--- config.mk ---
export PLATFORM = sky130hd
export DESIGN_NAME = disp_hex_mux_n
export DESIGN_NICKNAME = d
export VERILOG_FILES = /design/src/rtl/disp_pkg.sv /design/src/rtl/hex_to_sseg.sv /design/src/rtl/disp_hex_mux_n.sv
export SDC_FILE = /design/constraint.sdc
export NUM_CORES = 1
export LEC_CHECK = 0
export ABC_AREA = 1
export BUFFER_PORTS_ARGS = -buffer_cell sky130_fd_sc_hd__buf_2
export CAP_MARGIN = 20
export CORE_MARGIN = 1.5
export CORE_UTILIZATION = 40
export CTS_CLUSTER_DIAMETER = 40
export DETAILED_ROUTE_END_ITERATION = 16
export GPL_TIMING_DRIVEN = 0
export MAX_ROUTING_LAYER = met4
export SLEW_MARGIN = 40
export SYNTH_ARGS = -nofsm -noshare
export SYNTH_HDL_FRONTEND = slang
export SYNTH_SLANG_ARGS = --single-unit
--- constraint.sdc ---
create_clock -name clk -period 3.1 [get_ports clk]
set_input_delay 0 -clock clk [delete_from_list [all_inputs] [get_ports clk]]
set_output_delay 0 -clock clk [all_outputs]
set_load 0.01 [all_outputs]
--- src/rtl/disp_pkg.sv ---
// Shared definitions for the multiplexed seven-segment driver: segment LUT,
// blank pattern and the frame record held in the shadow/active registers.
package disp_pkg;

  localparam int DISP_MAX_DIGITS = 8;

  // Active-low {g,f,e,d,c,b,a} patterns for hex digits 0..F.
  localparam logic [6:0] SEG_LUT [16] = '{
    7'h40, 7'h79, 7'h24, 7'h30, 7'h19, 7'h12, 7'h02, 7'h78,
    7'h00, 7'h10, 7'h08, 7'h03, 7'h46, 7'h21, 7'h06, 7'h0E
  };

  localparam logic [7:0] SEG_BLANK = 8'hFF;

  typedef struct packed {
    logic [4*DISP_MAX_DIGITS-1:0] hex;
    logic [DISP_MAX_DIGITS-1:0]   dp;
    logic                         blank_lz;
  } disp_frame_t;

endpackage

--- src/rtl/hex_to_sseg.sv ---
// Combinational hex + decimal point to active-low {dp,g..a} decoder.
module hex_to_sseg
  import disp_pkg::*;
(
  input  logic [3:0] i_hex,
  input  logic       i_dp,
  output logic [7:0] o_sseg
);

  assign o_sseg = {~i_dp, SEG_LUT[i_hex]};

endmodule

--- src/rtl/disp_hex_mux_n.sv ---
// N-digit time-multiplexed seven-segment driver with frame-synchronous loading,
// leading-zero blanking and optional PWM dimming (SSEG_BRIGHTNESS_EN).
module disp_hex_mux_n
  import disp_pkg::*;
#(
  parameter int DIGITS      = 4,
  parameter int SLOT_CYCLES = 100000
) (
  input  logic                  clk,
  input  logic                  reset,
  input  logic [DIGITS*4-1:0]   hex,
  input  logic [DIGITS-1:0]     dp_in,
  input  logic                  blank_lz,
  input  logic                  load,
  input  logic [3:0]            bright,
  output logic [DIGITS-1:0]     an,
  output logic [7:0]            sseg,
  output logic                  pending,
  output logic                  frame_tick
);

  localparam int              CNT_W    = $clog2(SLOT_CYCLES);
  localparam logic [CNT_W-1:0] CNT_LAST = CNT_W'(SLOT_CYCLES - 1);
  localparam logic [2:0]      IDX_LAST = 3'(DIGITS - 1);

  if (DIGITS < 1 || DIGITS > DISP_MAX_DIGITS) begin : g_bad_digits
    $error("disp_hex_mux_n: DIGITS must be in 1..%0d", DISP_MAX_DIGITS);
  end
  if (SLOT_CYCLES < 16 || (SLOT_CYCLES % 16) != 0) begin : g_bad_slot
    $error("disp_hex_mux_n: SLOT_CYCLES must be >= 16 and a multiple of 16");
  end

  logic [CNT_W-1:0] r_cnt;
  logic [2:0]       r_idx;
  disp_frame_t      r_shadow;
  disp_frame_t      r_active;
  disp_frame_t      w_in;
  logic             r_pending;
  logic             r_tick;
  logic [DIGITS-1:0] r_an;
  logic [7:0]       r_sseg;

  logic             w_slot_end;
  logic             w_frame_end;

  assign w_slot_end  = (r_cnt == CNT_LAST);
  assign w_frame_end = w_slot_end && (r_idx == IDX_LAST);

  always_comb begin
    w_in                   = '0;
    w_in.hex[DIGITS*4-1:0] = hex;
    w_in.dp[DIGITS-1:0]    = dp_in;
    w_in.blank_lz          = blank_lz;
  end

  always_ff @(posedge clk or posedge reset) begin
    if (reset) begin
      r_cnt <= '0;
      r_idx <= '0;
    end else if (w_slot_end) begin
      r_cnt <= '0;
      r_idx <= (r_idx == IDX_LAST) ? 3'd0 : r_idx + 3'd1;
    end else begin
      r_cnt <= r_cnt + 1'b1;
    end
  end

  // A load coinciding with the frame boundary bypasses the shadow so it is
  // never left pending for a whole extra frame.
  always_ff @(posedge clk or posedge reset) begin
    if (reset) begin
      r_shadow  <= '0;
      r_active  <= '0;
      r_pending <= 1'b0;
      r_tick    <= 1'b0;
    end else begin
      r_tick <= 1'b0;
      if (load) r_shadow <= w_in;
      if (w_frame_end && (load || r_pending)) begin
        r_active  <= load ? w_in : r_shadow;
        r_pending <= 1'b0;
        r_tick    <= 1'b1;
      end else if (load) begin
        r_pending <= 1'b1;
      end
    end
  end

  logic [3:0] w_dig [DISP_MAX_DIGITS];
  logic [3:0] w_v;
  logic       w_dp;
  logic       w_nz;
  logic       w_blank;
  logic       w_gate;
  logic       w_lit;
  logic [7:0] w_seg;
  logic [DIGITS-1:0] w_an_nx;

  always_comb begin
    for (int i = 0; i < DISP_MAX_DIGITS; i++) w_dig[i] = r_active.hex[4*i +: 4];
    w_v  = w_dig[r_idx];
    w_dp = r_active.dp[r_idx];
    w_nz = 1'b0;
    for (int j = 0; j < DISP_MAX_DIGITS; j++) begin
      if (j < DIGITS && j >= int'(r_idx) && w_dig[j] != 4'd0) w_nz = 1'b1;
    end
    w_blank = r_active.blank_lz && (r_idx != 3'd0) && !w_nz;
  end

`ifdef SSEG_BRIGHTNESS_EN
  localparam int PH_DIV = SLOT_CYCLES / 16;
  logic [3:0] w_phase;
  assign w_phase = 4'(r_cnt / CNT_W'(PH_DIV));
  assign w_gate  = (w_phase <= bright);
`else
  logic w_unused_bright;
  assign w_unused_bright = ^bright;
  assign w_gate          = 1'b1;
`endif

  assign w_lit = !w_blank && w_gate;

  hex_to_sseg u_dec (
    .i_hex  (w_v),
    .i_dp   (w_dp),
    .o_sseg (w_seg)
  );

  always_comb begin
    w_an_nx = '1;
    for (int i = 0; i < DIGITS; i++) begin
      if (w_lit && i == int'(r_idx)) w_an_nx[i] = 1'b0;
    end
  end

  // Output stage: an/sseg lag (idx, cnt) by one cycle.
  always_ff @(posedge clk or posedge reset) begin
    if (reset) begin
      r_an   <= '1;
      r_sseg <= SEG_BLANK;
    end else begin
      r_an   <= w_an_nx;
      r_sseg <= w_lit ? w_seg : SEG_BLANK;
    end
  end

  assign an         = r_an;
  assign sseg       = r_sseg;
  assign pending    = r_pending;
  assign frame_tick = r_tick;

endmodule

==> summary.txt <==
Status: finished clean
Startpoint class of the critical path: flip-flop
Unique masters post-synth: 35
Mean post-synth cell area: 7.98 sq um
Vias in the first global route: 4,788
CTS tree: yes
Routed len/inst: 13.0 um
Vias: 4,778
Pre-CTS WS: 0.581 ns
Max incr delay on CP: 0.53 ns
Largest net degree at the start of global routing: 61
Slew @ Worst Pin: 0.668 ns
CP most frequent cell: nand3_1
Antenna violations before repair: 0
RD Place Congestion: 0.884
WP depth: 13
PortBufs: 37
RSZ-0062 raised after global routing: no
Final Cycle Share: 81.6%
Slew HR: 55.5%
Worst Setup Path Type: flip-flop to flip-flop
Flops & latches, synth: 116
CP required: 3.43 ns
FMAX: 395 MHz
# rows: 43
Largest delay contributor family on the critical path: buffers and inverters
Power Total: 3.62 mW
Slowest CP cell: a21oi_1
Area grow syn2layout: 21.6%
CTS Root Cell: clkbuf_16
First-pass GRT wire length: 22,500 um
Post-synth net total: 769
Worst-Skew Late Latency: 0.42 ns
EDFF count, synth: 0
Mapped Area: 0.00582 sq mm
Buf/Inv on CP: 5
Global route overflow: 0
Worst r2r dst: sseg[3]
Final hold vios: 0
Yosys top cell area share: 44.7%
Core ar.: 0.0140 sq mm
Leak pwr: 3.81 nW
Crit path from: r_idx[0]
DRT Pass-1 Iters: 4
Via density: 4.77
Die X-Extent: 124 um
Setup violators final: 0
Final routed DRC violation total: 0
Util after Layout: 50.4%
Worst R2R Start: r_idx[0]
Initial Util: 41.4%
Maximum vdd drop: 0.386 mV
Htree depth: 4
Reg2Reg Depth: 13
Post-Synthesis Cells: 729
Post-Route WL: 13,000 um
I/O pin cnt: 42
Min Tclk post-route: 2.53 ns
Ranking of synthesized cells by area: dfrtp_1, nand2_1, inv_1, dfstp_2, nand4_1
Antenna-violating nets left: 0
Max FO, Critical Path: 11
Die height: 124 um
Post-CTS sizing: 0
Worst Skew: 0.00930 ns
Worst setup margin: 0.569 ns
CP arrival: 2.86 ns
Power density over cell area: 511 mW/mm^2
Dpl hpwl: 9040 um
Clk sink count: 116
Most common flop cell mapped by yosys: dfrtp_1
Ys async rst share: 100%
Worst hold path type: input pin to async pin
Nets: 849
Area leader, netlist: dfrtp_1
Setup slack, reg-to-reg: 0.57 ns
Slew Limit Fails: 0
Reg clk slew, reported paths: 0.06 ns
Sequential element share of the synthesized area: 50.1%
CP Capture Type: flip-flop
Layout cells sized above 1: 16.7%
First DRT Iteration DRCs: 333
Clock Path Buffers: 2
TritonCTS buffer count: 17
GRT Util Overall: 19.7%
Max_cap viols: 0
Total inserted antenna cells: 0
Cell Chain, Critical Path: buf_2 > inv_4 > buf_4 > nand2_1 > nand3_1 > nand2_1 > a21oi_1 > inv_2 > ha_1 > inv_1 > nand3_1 > nand3_1 > nand3_1
Synth warn: 0
Die ar.: 0.0153 sq mm
-- placed cells by master (no fill, tap or decap), types with 2 or more instances in the layout --
master         instances
nand2_1              198
inv_1                152
dfrtp_1              104
buf_2                 51
nand4_1               46
nand3_1               40
nor2_1                30
o21ai_0               30
dlygate4sd3_1         23
or2_2                 21
clkbuf_16             17
clkbuf_1              12
ha_1                  12
dfstp_2               12
a21oi_1                8
xor2_1                 7
inv_2                  6
clkinv_2               6
o21ai_1                4
buf_6                  4
buf_4                  3
nand3b_1               3
nor4_1                 3
o22ai_1                3
bufinv_16              3
nor2_2                 2
o211ai_1               2
xnor2_1                2
nor3b_1                2
clkinvlp_4             2
-- timing repair --
action,4_1_cts,5_1_grt
buffers inserted,0,0
endpoints found under the hold margin,78,0
endpoints found under the setup margin,0,0
hold buffers,23,0
-- worst max-delay path by stage --
stage	end
final	sseg[3]
after CTS	sseg[3]
after detailed placement	sseg[3]
after floorplan	frame_tick
after global routing	sseg[3]
after global placement	r_shadow[12]
-- cells by family (layout without fill, tap and decap cells) --
family,Yosys count,after routing,synth area share (%)
fa+ha+maj,12,12,2.58
xor+xnor,9,9,1.35
buf+inv,192,284,13.4
compound gates,48,48,4.32
simple gates,352,352,28.2
flops,116,116,50.1
-- state kept, by name, indices dropped and copies added, names as in the netlist --
| register | cells |
|---|---|
| r_active | 41 |
| r_shadow | 41 |
| r_cnt | 17 |
| sseg | 8 |
| an | 4 |
| r_idx | 3 |
| frame_tick | 1 |
| pending | 1 |
-- power breakdown --
group / total (mW) / internal [mW] / switching, mW
logic: 0.124 / 0.0519 / 0.0726
registers: 1.55 / 1.54 / 0.00568
clock network: 1.95 / 1.27 / 0.678
-- worst register-to-register path, cell delays in order, from the launching register on --
cell	delay, ns
dfrtp_1	0.40
buf_2	0.21
inv_4	0.14
buf_4	0.22
nand2_1	0.08
nand3_1	0.07
nand2_1	0.07
a21oi_1	0.53
inv_2	0.10
ha_1	0.24
inv_1	0.10
nand3_1	0.11
nand3_1	0.10
nand3_1	0.08
-- synth_stat cells, types with 3 or more instances --
cell type,count
ha_1,12
nand3b_1,3
or2_2,21
o22ai_1,3
o21ai_0,30
inv_2,6
inv_1,153
clkbuf_1,10
a21oi_1,8
buf_2,14
o21ai_1,4
buf_4,3
nand4_1,46
dfstp_2,12
dfrtp_1,104
nor2_1,30
buf_6,4
nand3_1,40
nor4_1,3
nand2_1,198
xor2_1,7
-- routing by layer --
layer,routed length (um),track usage [%],vias to the layer above
li1,-,-,2402
met1,6170,25.2,2250
met2,6050,30.8,103
met3,502,4.26,23
met4,269,7.61,0
met5,0,-,-
-- layout make-up --
cell class / count / area (sq um)
plain buffers: 31 / 175
clock buffers: 20 / 447
clock inverters: 11 / 135
fillers: 1303 / 6970
inverters: 161 / 614
multi-input cells: 421 / 2120
flip-flops and latches: 116 / 2920
well taps: 180 / 225
repair buffers: 61 / 443
-- metrics by stage --
| stage | setup TNS (ns) | hold WS, ns | cell area (sq um) | instances |
|---|---|---|---|---|
| global route | 0 | 0.179 | 7080 | 1001 |
| global placement | -131.79 | 0.355 | 6230 | 946 |
| detailed placement | 0 | 0.0556 | 6260 | 947 |
| finish | 0 | 0.150 | 7080 | 1001 |
| CTS | 0 | 0.160 | 7080 | 1001 |
| floorplan | 0 | 0.159 | 5820 | 729 |
No activity file was read; power rests on OpenSTA's default activity.
